--- src/rtl/vector_unit_pkg.sv ---
// rtl/vector_unit_pkg.sv - shared vector multiply types, operation encoding and lane saturation helpers
package vector_unit_pkg;

    typedef enum logic [1:0] {
        BIT8  = 2'b00,
        BIT16 = 2'b01
    } esize_t;

    localparam logic OP_ACCUMULATE = 1'b0;
    localparam logic OP_SATURATE   = 1'b1;

    // One 64-bit product viewed as two 32-bit (BIT16) or four 16-bit (BIT8) lane products
    typedef union packed {
        logic [1:0][31:0] vect2;
        logic [3:0][15:0] vect4;
        logic [63:0]      raw;
    } vmul_vector_t;

    function automatic logic [31:0] byte_sum(input logic [31:0] w);
        return 32'(w[7:0]) + 32'(w[15:8]) + 32'(w[23:16]) + 32'(w[31:24]);
    endfunction

    // {overflow, value}: Q15 rescale of a 16x16 product, clamped to int16
    function automatic logic [16:0] sat16(input logic [31:0] lane);
        logic signed [31:0] s;
        s = $signed(lane) >>> 15;
        if (s > 32'sd32767)
            return {1'b1, 16'h7FFF};
        else if (s < -32'sd32768)
            return {1'b1, 16'h8000};
        else
            return {1'b0, s[15:0]};
    endfunction

    // {overflow, value}: Q7 rescale of an 8x8 product, clamped to int8
    function automatic logic [8:0] sat8(input logic [15:0] lane);
        logic signed [15:0] s;
        s = $signed(lane) >>> 7;
        if (s > 16'sd127)
            return {1'b1, 8'h7F};
        else if (s < -16'sd128)
            return {1'b1, 8'h80};
        else
            return {1'b0, s[7:0]};
    endfunction

endpackage

--- src/rtl/vector_accumulator.sv ---
// rtl/vector_accumulator.sv - combinational accumulate / per-lane saturate datapath
module vector_accumulator
    import vector_unit_pkg::*;
(
    input  vmul_vector_t product,
    input  logic [31:0]  seed,
    input  logic         operation,
    input  esize_t       element_size,
    output logic [31:0]  result,
    output logic         overflow
);

    logic [16:0] lane16;
    logic [8:0]  lane8;

    always_comb begin
        result   = '0;
        overflow = 1'b0;
        lane16   = '0;
        lane8    = '0;
        case (operation)
            OP_ACCUMULATE: begin
                result = seed + byte_sum(product.raw[31:0]);
            end
            OP_SATURATE: begin
                if (element_size == BIT8) begin
                    for (int i = 0; i < 4; i++) begin
                        lane8             = sat8(product.vect4[i]);
                        result[8*i +: 8]  = lane8[7:0];
                        overflow          = overflow | lane8[8];
                    end
                end else begin
                    for (int i = 0; i < 2; i++) begin
                        lane16            = sat16(product.vect2[i]);
                        result[16*i +: 16] = lane16[15:0];
                        overflow          = overflow | lane16[16];
                    end
                end
            end
        endcase
    end

endmodule

--- src/rtl/vmul_sequencer.sv ---
// rtl/vmul_sequencer.sv - issue/multiply/accumulate/result sequencer around an external vector multiplier
module vmul_sequencer
    import vector_unit_pkg::*;
#(
    parameter int TIMEOUT_CYCLES = 15
) (
    input  logic         clk_i,
    input  logic         rst_n_i,
    input  logic         issue_valid_i,
    output logic         issue_ready_o,
    input  logic [31:0]  operand_a_i,
    input  logic [31:0]  operand_b_i,
    input  logic [31:0]  reg_destination_i,
    input  logic         operation_i,
    input  esize_t       element_size_i,
    output logic         mul_valid_o,
    output logic [31:0]  mul_operand_a_o,
    output logic [31:0]  mul_operand_b_o,
    output esize_t       mul_element_size_o,
    input  logic         mul_done_i,
    input  vmul_vector_t mul_result_i,
    input  logic         kill_i,
    output logic         result_valid_o,
    input  logic         result_ready_i,
    output logic [31:0]  result_o,
    output logic         overflow_o,
    output logic         error_o,
    output logic         busy_o
);

    localparam int CW = $clog2(TIMEOUT_CYCLES + 1);

    typedef enum logic [1:0] {
        IDLE,
        MUL_WAIT,
        ACC,
        RESULT
    } state_t;

    state_t       state_q;
    logic [CW-1:0] count_q;
    logic [31:0]  a_q;
    logic [31:0]  b_q;
    logic [31:0]  seed_q;
    logic         op_q;
    esize_t       esize_q;
    vmul_vector_t prod_q;
    logic [31:0]  acc_result;
    logic         acc_overflow;
    logic         issue_fire;

    assign issue_ready_o = !kill_i &&
                           (state_q == IDLE || (state_q == RESULT && result_ready_i));
    assign issue_fire    = issue_valid_i && issue_ready_o;

    assign mul_operand_a_o    = a_q;
    assign mul_operand_b_o    = b_q;
    assign mul_element_size_o = esize_q;

    vector_accumulator u_acc (
        .product      (prod_q),
        .seed         (seed_q),
        .operation    (op_q),
        .element_size (esize_q),
        .result       (acc_result),
        .overflow     (acc_overflow)
    );

    always_ff @(posedge clk_i) begin
        if (!rst_n_i) begin
            state_q        <= IDLE;
            count_q        <= '0;
            a_q            <= '0;
            b_q            <= '0;
            seed_q         <= '0;
            op_q           <= OP_ACCUMULATE;
            esize_q        <= BIT8;
            prod_q         <= '0;
            mul_valid_o    <= 1'b0;
            result_valid_o <= 1'b0;
            result_o       <= '0;
            overflow_o     <= 1'b0;
            error_o        <= 1'b0;
            busy_o         <= 1'b0;
        end else begin
            mul_valid_o <= 1'b0;
            if (kill_i) begin
                state_q        <= IDLE;
                busy_o         <= 1'b0;
                result_valid_o <= 1'b0;
                error_o        <= 1'b0;
            end else begin
                case (state_q)
                    IDLE: ;
                    MUL_WAIT: begin
                        if (mul_done_i) begin
                            prod_q  <= mul_result_i;
                            state_q <= ACC;
                        end else if (count_q == CW'(TIMEOUT_CYCLES - 1)) begin
                            state_q        <= RESULT;
                            result_valid_o <= 1'b1;
                            result_o       <= '0;
                            overflow_o     <= 1'b0;
                            error_o        <= 1'b1;
                        end else begin
                            count_q <= count_q + 1'b1;
                        end
                    end
                    ACC: begin
                        result_o       <= acc_result;
                        overflow_o     <= acc_overflow;
                        error_o        <= 1'b0;
                        result_valid_o <= 1'b1;
                        state_q        <= RESULT;
                    end
                    RESULT: begin
                        if (result_ready_i) begin
                            result_valid_o <= 1'b0;
                            error_o        <= 1'b0;
                            state_q        <= IDLE;
                            busy_o         <= 1'b0;
                        end
                    end
                    default: state_q <= IDLE;
                endcase
                // A new issue overrides the IDLE return, giving back-to-back ops from RESULT
                if (issue_fire) begin
                    a_q         <= operand_a_i;
                    b_q         <= operand_b_i;
                    seed_q      <= reg_destination_i;
                    op_q        <= operation_i;
                    esize_q     <= (element_size_i == BIT8) ? BIT8 : BIT16;
                    count_q     <= '0;
                    mul_valid_o <= 1'b1;
                    busy_o      <= 1'b1;
                    state_q     <= MUL_WAIT;
                end
            end
        end
    end

endmodule
--- config.mk ---
export PLATFORM = sky130hd
export DESIGN_NAME = vmul_sequencer
export DESIGN_NICKNAME = d
export VERILOG_FILES = /design/src/rtl/vector_unit_pkg.sv /design/src/rtl/vector_accumulator.sv /design/src/rtl/vmul_sequencer.sv
export SDC_FILE = /design/constraint.sdc
export NUM_CORES = 1
export LEC_CHECK = 0
export ABC_AREA = 1
export CORE_MARGIN = 3
export CORE_UTILIZATION = 40
export DETAILED_ROUTE_END_ITERATION = 8
export PLACE_DENSITY = 0.68
export SLEW_MARGIN = 20
export SYNTH_ARGS = -nofsm -noshare
export SYNTH_HDL_FRONTEND = slang
export SYNTH_HIERARCHICAL = 1
export SYNTH_SLANG_ARGS = --single-unit
--- constraint.sdc ---
create_clock -name clk_i -period 4.1 [get_ports clk_i]
set_input_delay 0.41 -clock clk_i [delete_from_list [all_inputs] [get_ports clk_i]]
set_output_delay 0.41 -clock clk_i [all_outputs]
set_load 0.01 [all_outputs]
-- Word-level counts from Yosys, hierarchy flattened
Cells that the tools add are included.
- bits in registers: 206
- input port bits: 169
- $add $sub $neg: 5
- bitwise logic cells: 7
- mux-type cells: 52
- equal/unequal tests: 12
- reductions and logical operators: 24
- order comparisons: 12
- operators by type and width (cell ; number):
    9-bit two-way mux ; 16
    17-bit two-way mux ; 8
    32-bit case mux with 2 select lines ; 2
    32-bit two-way mux ; 3
    32-bit by 8-bit adder with 32-bit output ; 2
    9-bit by 8-bit > comparator with 1-bit output (second input constant) ; 4
    9-bit by 8-bit < comparator with 1-bit output (second input constant) ; 4
    17-bit by 16-bit > comparator with 1-bit output (second input constant) ; 2
    17-bit by 16-bit < comparator with 1-bit output (second input constant) ; 2
    32-bit adder ; 1
    4-bit two-way mux ; 4
    1-bit two-way mux ; 12
    4-bit AND reduction ; 3
    8-bit by 8-bit adder with 9-bit output ; 1
    3-bit AND reduction ; 3
    2-bit != test (second input constant) ; 4
    2-bit nonzero test ; 4
    2-bit zero test ; 3
    2-bit two-way mux ; 3
    3-bit != test (second input constant) ; 2
    1-bit case mux with 3 select lines ; 2
    2-bit case mux with 3 select lines ; 1
    4-bit by 1-bit adder with 4-bit output (second input constant) ; 1
    2-bit == test (second input constant) ; 2
    other kinds (15) ; 23

-- Longest topological paths before layout
Gate-level depths: netlist of run 1.
- depth after elaboration: 11
- mapped depth: 24

-- Modules after synthesis
The synthesis of run 1 kept the hierarchy.
- modules (own cells, without submodules) (module ; times used ; cells each ; area an instance (µm²)):
    vmul_sequencer ; 1 ; 1027 ; 7543.5
    vector_accumulator ; 1 ; 521 ; 2825.2

-- Worst setup path before layout of run 1
No wires, ideal clock.
- kind: flip-flop to flip-flop
- start point: reg prod_q[1] (netlist name)
- end point: reg result_o[29]
- library setup time: 0.128 ns
- arrival: 3.371 ns
- setup slack: 0.601 ns
- stages on the path, launching flop included: 23
- data required time: 3.972 ns
- buffers on the path: 0
- period minus slack after synthesis: 3.499 ns
- cell sequence: dfxtp_1 inv_1 fa_1 fa_1 fa_1 inv_1 ha_1 inv_1 fa_1 inv_1 nand3_1 nand3_1 nand3_1 nand3_2 nand2_1 nand2_1 nand2_1 nand2_1 nand2_1 nand2_1 nand3_1 nand2_1 nor2_1
- word-level cells in the longest chain between the ends: 6
- ends and longest elaborated chain (element ; line ; RTL):
    from (decl) ; vmul_sequencer.sv:47 ; vmul_vector_t prod_q;
    from (signal assigned) ; vmul_sequencer.sv:97 ; prod_q <= mul_result_i;
    8-bit by 8-bit adder with 9-bit output ; vector_unit_pkg.sv:20 ; return 32'(w[7:0]) + 32'(w[15:8]) + 32'(w[23:16]) + 32'(w[31:24]);
    32-bit by 8-bit adder with 32-bit output (2 in a row) ; vector_unit_pkg.sv:20 ;
    32-bit adder ; vector_accumulator.sv:23 ; result = seed + byte_sum(product.raw[31:0]);
    32-bit case mux with 2 select lines ; vector_accumulator.sv:21 ; case (operation)
    net acc_result[29] ; vmul_sequencer.sv:48 ; logic [31:0] acc_result;
    32-bit case mux with 2 select lines ; vmul_sequencer.sv:93 ; case (state_q)
    to (signal assigned) ; vmul_sequencer.sv:110 ; result_o <= acc_result;
    to (decl) ; vmul_sequencer.sv:25 ; output logic [31:0] result_o,
The timed path passes the listed nets, and every way through them passes these cells.
A chain may end at the register's enable or synchronous reset.

-- Worst setup path after layout of run 1
- start point: reg prod_q[3] (netlist name)
- end point: reg result_o[18]
The elaborated chain is that of the path after synthesis.

==> results of run 1 <==
## worst max path at each step
stage / from / endpoint / slack, ns / cells after the start
finish: prod_q[3] / result_o[18] / 0.19 / 23
global route: prod_q[2] / result_o[30] / -0.02 / 23
CTS: prod_q[13] / result_o[30] / 0.11 / 23
detailed placement: prod_q[11] / result_o[30] / 0.17 / 23
global placement: prod_q[13] / result_o[30] / 0.18 / 23
floorplan: prod_q[1] / result_o[29] / 0.60 / 22
## flip-flops by register name, indices dropped and copies added (netlist names), 2 cells and up
register and flops:
mul_operand_a_o 32, result_o 32, seed_q 32, mul_operand_b_o 32, prod_q 57, state_q 2, count_q 4
## per-stage QoR
stage | instance area [sq um] | hold WS, ns
final | 13800 | 0.450
after detailed placement | 13000 | 0.438
after CTS | 13600 | 0.455
after global placement | 13000 | 0.435
after global routing | 13800 | 0.468
after floorplan | 10100 | 0.420
## critical path, delay by kind of cell, from the launching register on
kind	cells	cell delay, ns
fa+ha+maj	4	1.90
simple gates	14	1.24
flops	1	0.33
buf+inv	5	0.28
## layer usage
layer,vias up,track usage (%),part of all wire [%],wire (microns)
met1,4479,27.8,44,13100
met3,43,6.98,9.4,2810
met5,-,0,0,0
met4,0,6.06,1.8,549
met2,370,34.0,45,13500
li1,5138,-,-,-
## power by group through the flow
stage	combinational, uW	clock, uW	sequential [uW]
after floorplan	283	0	2120
after global placement	635	0	2110
after detailed placement	641	0	2110
after CTS	647	1800	2060
after global routing	726	1880	2070
final	656	1770	2060
## cell type report
type	instances	area, sq um	area share [%]
multi-input cells	1079	5290	38.4
flip-flops and latches	198	3970	28.9
repair buffers	282	2790	20.3
inverters	181	679	4.94
clock buffers	17	425	3.09
well taps	324	405	2.95
clock inverters	15	206	1.50
## what timing repair did
action                                  4_1_cts  5_1_grt
buffers inserted                              0        2
hold endpoints to repair                      0        0
resized for setup                             0       32
hold buffers                                  0        0
endpoints found under the setup margin        0       22
==> reports/qor_table.md, run 1 <==
| Stage | Quantity | This run |
|:---|:---|:---|
| power | Power share of the clock group | 39.4% |
| floorplan | Die Wd | 165 microns |
| sta | Final critical-path setup slack | 0.192 ns |
| detailed routing | Drt total wl | 30000 microns |
| clock network | Clock tree from TritonCTS | done |
| setup path | Slack of the worst reg-to-reg path | 0.19 ns |
| clock network | Number of buffers added by the clock tree synthesis step | 17 |
| clock network | Clock latency of the later-clocked register in the worst-skew pair | 0.44 ns |
| setup path | Path type of the worst setup path | flop to flop |
| clock network | Clock slew seen by the registers of the worst setup and hold paths | 0.08 ns |
| sta | Highest Clock Rate | 256 MHz |
| power | Power Dens Cells | 326 nW/um^2 |
| yosys | Count of synthesis-stage warnings from yosys | 6 |
| detailed routing | Detailed-route vias per instance | 4.79 |
| global route | Number of global-route vias before repair | 9437 |
| setup path | Reg-to-Reg End | result_o[18] |
| place | Buffers added on ports | 264 |
| floorplan | Floorplan Core Area | 24600 sq um |
| place | Placer's final routability congestion estimate | 0.893 |
| detailed routing | Length of the first detailed-routing pass in iterations | 5 |
| place | Setup slack at placement | 0.172 ns |
| detailed routing | Vias after detailed routing | 10030 |
| sta | Actual transition at the worst max-transition pin | 1.03 ns |
| sta | Largest clock skew in the final design | 0.0123 ns |
| worst hold path | Worst hold path type | flop to flop |
| global route | Aggregate global routing overflow | 0 |
| setup path | R2R Path Start | prod_q[3] |
| floorplan | Row cnt | 57 |
| yosys | Area of the mapped netlist | 10100 sq um |
| place | Number of instances in the placed design | 2061 |
| sta | Setup tns final | 0 ns |
| setup path | Stage delay of the slowest cell on the critical path | 0.53 ns |
| global route | Initial antenna violation count | 0 |
| sta | Final setup fails | 0 |
| clock network | H-tree depth | 4 |
| outcome | Result of the run | complete, no violations |
| cells and area | Share of the core filled with cells | 55.9% |
| global route | Pin count of the biggest net entering global routing | 64 |
| sta | Max-slew violation count | 0 |
| worst hold path | Endpoint of the worst hold-timing path | mul_operand_b_o[5] |
| setup path | Required arrival time at the worst endpoint | 4.40 ns |
| power | Total power of the final layout | 4490 uW |
| setup path | Crit-path slowest cell | fa_1 |
| cells and area | Most frequent cells in the layout | nand2_1, clkdlybuf4s50_1, nor2_1 |
| sta | Final hold violation count | 0 |
| detailed routing | DRC violation count after routing | 0 |
| clock network | Root buffer selected by CTS | clkbuf_16 |
| setup path | Top cell by count, worst path | nand2_1 |
| floorplan | Initial core utilization | 41.2% |
| floorplan | Area enclosed by the die boundary | 27300 sq um |
| power | Proportion of power drawn by flip-flops and latches | 46.0% |
| yosys | Number of standard cells after synthesis | 1520 |
| cells and area | Final-stage net count | 1973 |
| global route | GRT Overall Usage | 21.4% |
| global route | First-pass GRT wire length | 47000 microns |
| sta | Post-route minimum period | 3.91 ns |
| clock network | Max Buffers Root-to-Sink | 2 |
| power | Gate power share | 14.6% |
| detailed routing | First-iteration detailed-routing DRC count | 784 |
| floorplan | # IOs | 273 |
| power | Net switching power of the design | 1250 uW |
| power | Maximum ir drop on the vdd rail | 278 uV |
| cells and area | Number of diodes added for antenna fixing | 0 |
| setup path | Category of the worst setup path launch point | flop |
| worst hold path | Hold Path Cell Cnt | 2 |
| detailed routing | Final ANT Viol Nets | 0 |
| cells and area | Area added between synthesis and finish | 35.7% |
| setup path | CP Capture Type | flop |
| clock network | Count of clock tree sinks | 198 |
| setup path | Critical path data arrival time | 4.21 ns |
| detailed routing | Per-cell routed wire length | 14.3 microns |
| setup path | Critical-path cell list | inv_1, fa_1, inv_1, fa_1, inv_1, fa_1, inv_1, ha_2, nand3_2, nor2_2, inv_1, nand3_2, nand2_1, nand2_4, nand2_1, nand2_1, nand2_1, nand2_1, nand2_1, nand2_1, nand3_1, nand2_1, nor2_1 |
| sta | Final critical-path share of the clock period | 95.3% |
| power | Leakage power summed over all cells | 0.00635 uW |
| power | Cell Int Power | 3230 uW |
| cells and area | Fillers | 2488 |
| cells and area | Fraction of final layout cells with drive strength greater than 1 | 6.32% |
| power | Proportion of total power due to net switching | 27.9% |
| yosys | Mean area per synthesized cell | 6.67 sq um |
| setup path | Worst Reg2Reg Path Length in Cells | 23 |
| cells and area | Leading cell type in the layout, fill and taps excluded | nand2_1 |
| sta | Slew HR | 31.1% |
| place | Half-perimeter wire length of the detailed placement result | 22300 microns |
| run | Reported max-cap violation count | 0 |
| worst hold path | Min-Delay Startpoint | mul_operand_b_o[5] |
| setup path | Worst Path Max Fanout | 7 |
| floorplan | Die extent in y | 165 microns |
| cells and area | Post-layout instance count excluding filler cells | 2096 |
No activity file was read; power rests on OpenSTA's default activity.
==> run 2: changes to the inputs <==
--- a/config.mk
+++ b/config.mk
@@ -10,7 +10,6 @@
 export CORE_UTILIZATION = 40
 export DETAILED_ROUTE_END_ITERATION = 8
 export PLACE_DENSITY = 0.68
-export SLEW_MARGIN = 20
 export SYNTH_ARGS = -nofsm -noshare
 export SYNTH_HDL_FRONTEND = slang
 export SYNTH_HIERARCHICAL = 1
==> constraint.sdc (replaced) <==
create_clock -name clk_i -period 4.6 [get_ports clk_i]
set_input_delay 0.46 -clock clk_i [delete_from_list [all_inputs] [get_ports clk_i]]
set_output_delay 0.46 -clock clk_i [all_outputs]
set_load 0.01 [all_outputs]
==> reports/qor_table.md, run 2 (synthesis results as in run 1) <==
| Stage | Quantity | This run |
|:---|:---|:---|
| clock network | Clock slew seen by the registers of the worst setup and hold paths | 0.07 ns |
| place | Setup slack at placement | 0.544 ns |
| cells and area | Fraction of final layout cells with drive strength greater than 1 | 4.26% |
| power | Power Dens Cells | 287 nW/um^2 |
| clock network | Number of buffers added by the clock tree synthesis step | 17 |
| cells and area | Area added between synthesis and finish | 33.2% |
| global route | First-pass GRT wire length | 47400 microns |
| cells and area | Post-layout instance area | 13500 sq um |
| place | Placer's final routability congestion estimate | 0.908 |
| sta | Unrepaired setup endpoints after global routing | false |
| sta | Max-slew violation count | 0 |
| sta | Setup tns final | 0 ns |
| floorplan | Floorplan Core Area | 24600 sq um |
| clock network | Root buffer selected by CTS | clkbuf_16 |
| cells and area | Final-stage net count | 1963 |
| setup path | Critical-path cell list | inv_1, fa_1, inv_1, fa_1, inv_1, fa_1, inv_1, ha_1, nand2_1, nand2_1, nand2_1, nand2_1, a21boi_1, nand2_2, nand3b_1, nand2_1, nand2_1, nand2_1, nand2_1, nand3_1, nand2_1, nor2_1 |
| power | Leakage power summed over all cells | 0.00626 uW |
| sta | Post-route minimum period | 4.07 ns |
| sta | Highest Clock Rate | 246 MHz |
| cells and area | Leading cell type in the layout, fill and taps excluded | nand2_1 |
| floorplan | Die extent in y | 165 microns |
| detailed routing | Drt total wl | 29200 microns |
| sta | Slew HR | 25.2% |
| setup path | CP Capture Type | flop |
| global route | GRT Overall Usage | 21.6% |
| place | Dpl cell area | 12900 sq um |
| setup path | Worst Path Max Fanout | 7 |
| clock network | Gates resized, CTS repair | 0 |
| sta | Final setup fails | 0 |
| cells and area | Number of diodes added for antenna fixing | 0 |
| cells and area | Post-layout instance count excluding filler cells | 2086 |
| global route | Pin count of the biggest net entering global routing | 99 |
| clock network | Setup repair bufs after CTS | 0 |
| global route | Aggregate global routing overflow | 0 |
| setup path | Critical path data arrival time | 4.37 ns |
| setup path | Source of the critical timing path | prod_q[15] |
| detailed routing | Length of the first detailed-routing pass in iterations | 5 |
| cells and area | Biggest register | prod_q |
| outcome | Result of the run | complete, no violations |
| run | Reported max-cap violation count | 0 |
| detailed routing | Vias after detailed routing | 9853 |
| clock network | H-tree depth | 4 |
| place | Number of instances in the placed design | 2054 |
| setup path | Path type of the worst setup path | flop to flop |
| setup path | Required arrival time at the worst endpoint | 4.90 ns |
| cells and area | Most frequent cells in the layout | nand2_1, clkdlybuf4s50_1, nor2_1 |
| setup path | Top cell by count, worst path | nand2_1 |
| detailed routing | Final ANT Viol Nets | 0 |
| place | Buffers added on ports | 264 |
| worst hold path | Hold Path Cell Cnt | 2 |
| clock network | Quantity of hold-fixing buffers added after cts | 0 |
| clock network | Clock tree from TritonCTS | done |
| worst hold path | Worst hold path type | flop to flop |
| global route | Number of global-route vias before repair | 9487 |
| detailed routing | DRC violation count after routing | 0 |
| worst hold path | Min-Delay Startpoint | seed_q[7] |
| floorplan | Die Wd | 165 microns |
| power | Maximum ir drop on the vdd rail | 197 uV |
| sta | Final critical-path share of the clock period | 88.5% |
| floorplan | Initial core utilization | 41.2% |
| place | Half-perimeter wire length of the detailed placement result | 22000 microns |
| sta | Final critical-path setup slack | 0.527 ns |
| setup path | Crit-path slowest cell | fa_1 |
| global route | Initial antenna violation count | 0 |
| detailed routing | Per-cell routed wire length | 14.0 microns |
| setup path | Stage delay of the slowest cell on the critical path | 0.54 ns |
| sta | Actual transition at the worst max-transition pin | 1.12 ns |
| setup path | Worst Reg2Reg Path Length in Cells | 22 |
| floorplan | Row cnt | 57 |
| setup path | Category of the worst setup path launch point | flop |
| detailed routing | First-iteration detailed-routing DRC count | 709 |
| clock network | Count of clock tree sinks | 198 |
| clock network | Max Buffers Root-to-Sink | 2 |
| sta | Largest clock skew in the final design | 0.0143 ns |
| floorplan | # IOs | 273 |
| setup path | R2R Path Start | prod_q[15] |
| cells and area | Number of flip-flops in the largest register | 57 |
| sta | Final hold violation count | 0 |
| clock network | Clock latency of the later-clocked register in the worst-skew pair | 0.44 ns |
| floorplan | Area enclosed by the die boundary | 27300 sq um |
| detailed routing | Detailed-route vias per instance | 4.72 |
run 2: where the power goes:
part,switching (uW),internal [uW]
combinational,278,292
clock,733,734
sequential,54.7,1790
total,1070,2810
run 2: metrics by stage:
step	util, %	hold slack [ns]	total power [uW]
floorplan	-	0.420	2140
global placement	52.5	0.435	2440
detailed placement	52.5	0.441	2450
CTS	54.9	0.456	3920
global route	54.9	0.467	4060
finish	54.9	0.452	3880
run 2: final timing paths:
path	end	slack [ns]
min reg2reg	seed_q[7]	0.45
max	result_o[18]	0.53
max reg2reg	result_o[18]	0.53
min	seed_q[7]	0.45
run 2: layout make-up:
class | count | area (sq um)
flip-flops and latches | 198 | 3960
well taps | 324 | 405
multi-input cells | 1078 | 5160
repair buffers | 273 | 2720
inverters | 181 | 679
clock buffers | 18 | 439
fillers | 2421 | 11100
clock inverters | 14 | 141
run 2: layer usage:
layer | part of all wire [%] | global-route usage [%]
met1 | 44 | 28.5
met2 | 45 | 34.6
met3 | 9.7 | 7.16
met4 | 1.0 | 4.69
met5 | 0 | 0
run 2: critical path, delay by kind of cell, from the launching register on:
kind                       cells  cell delay (ns)
adders and majority gates      4             1.88
and+or+nand+nor               13             1.16
DFF                            1             0.42
buffers and inverters          4             0.29
AOI/OAI and AO/OA              1             0.19
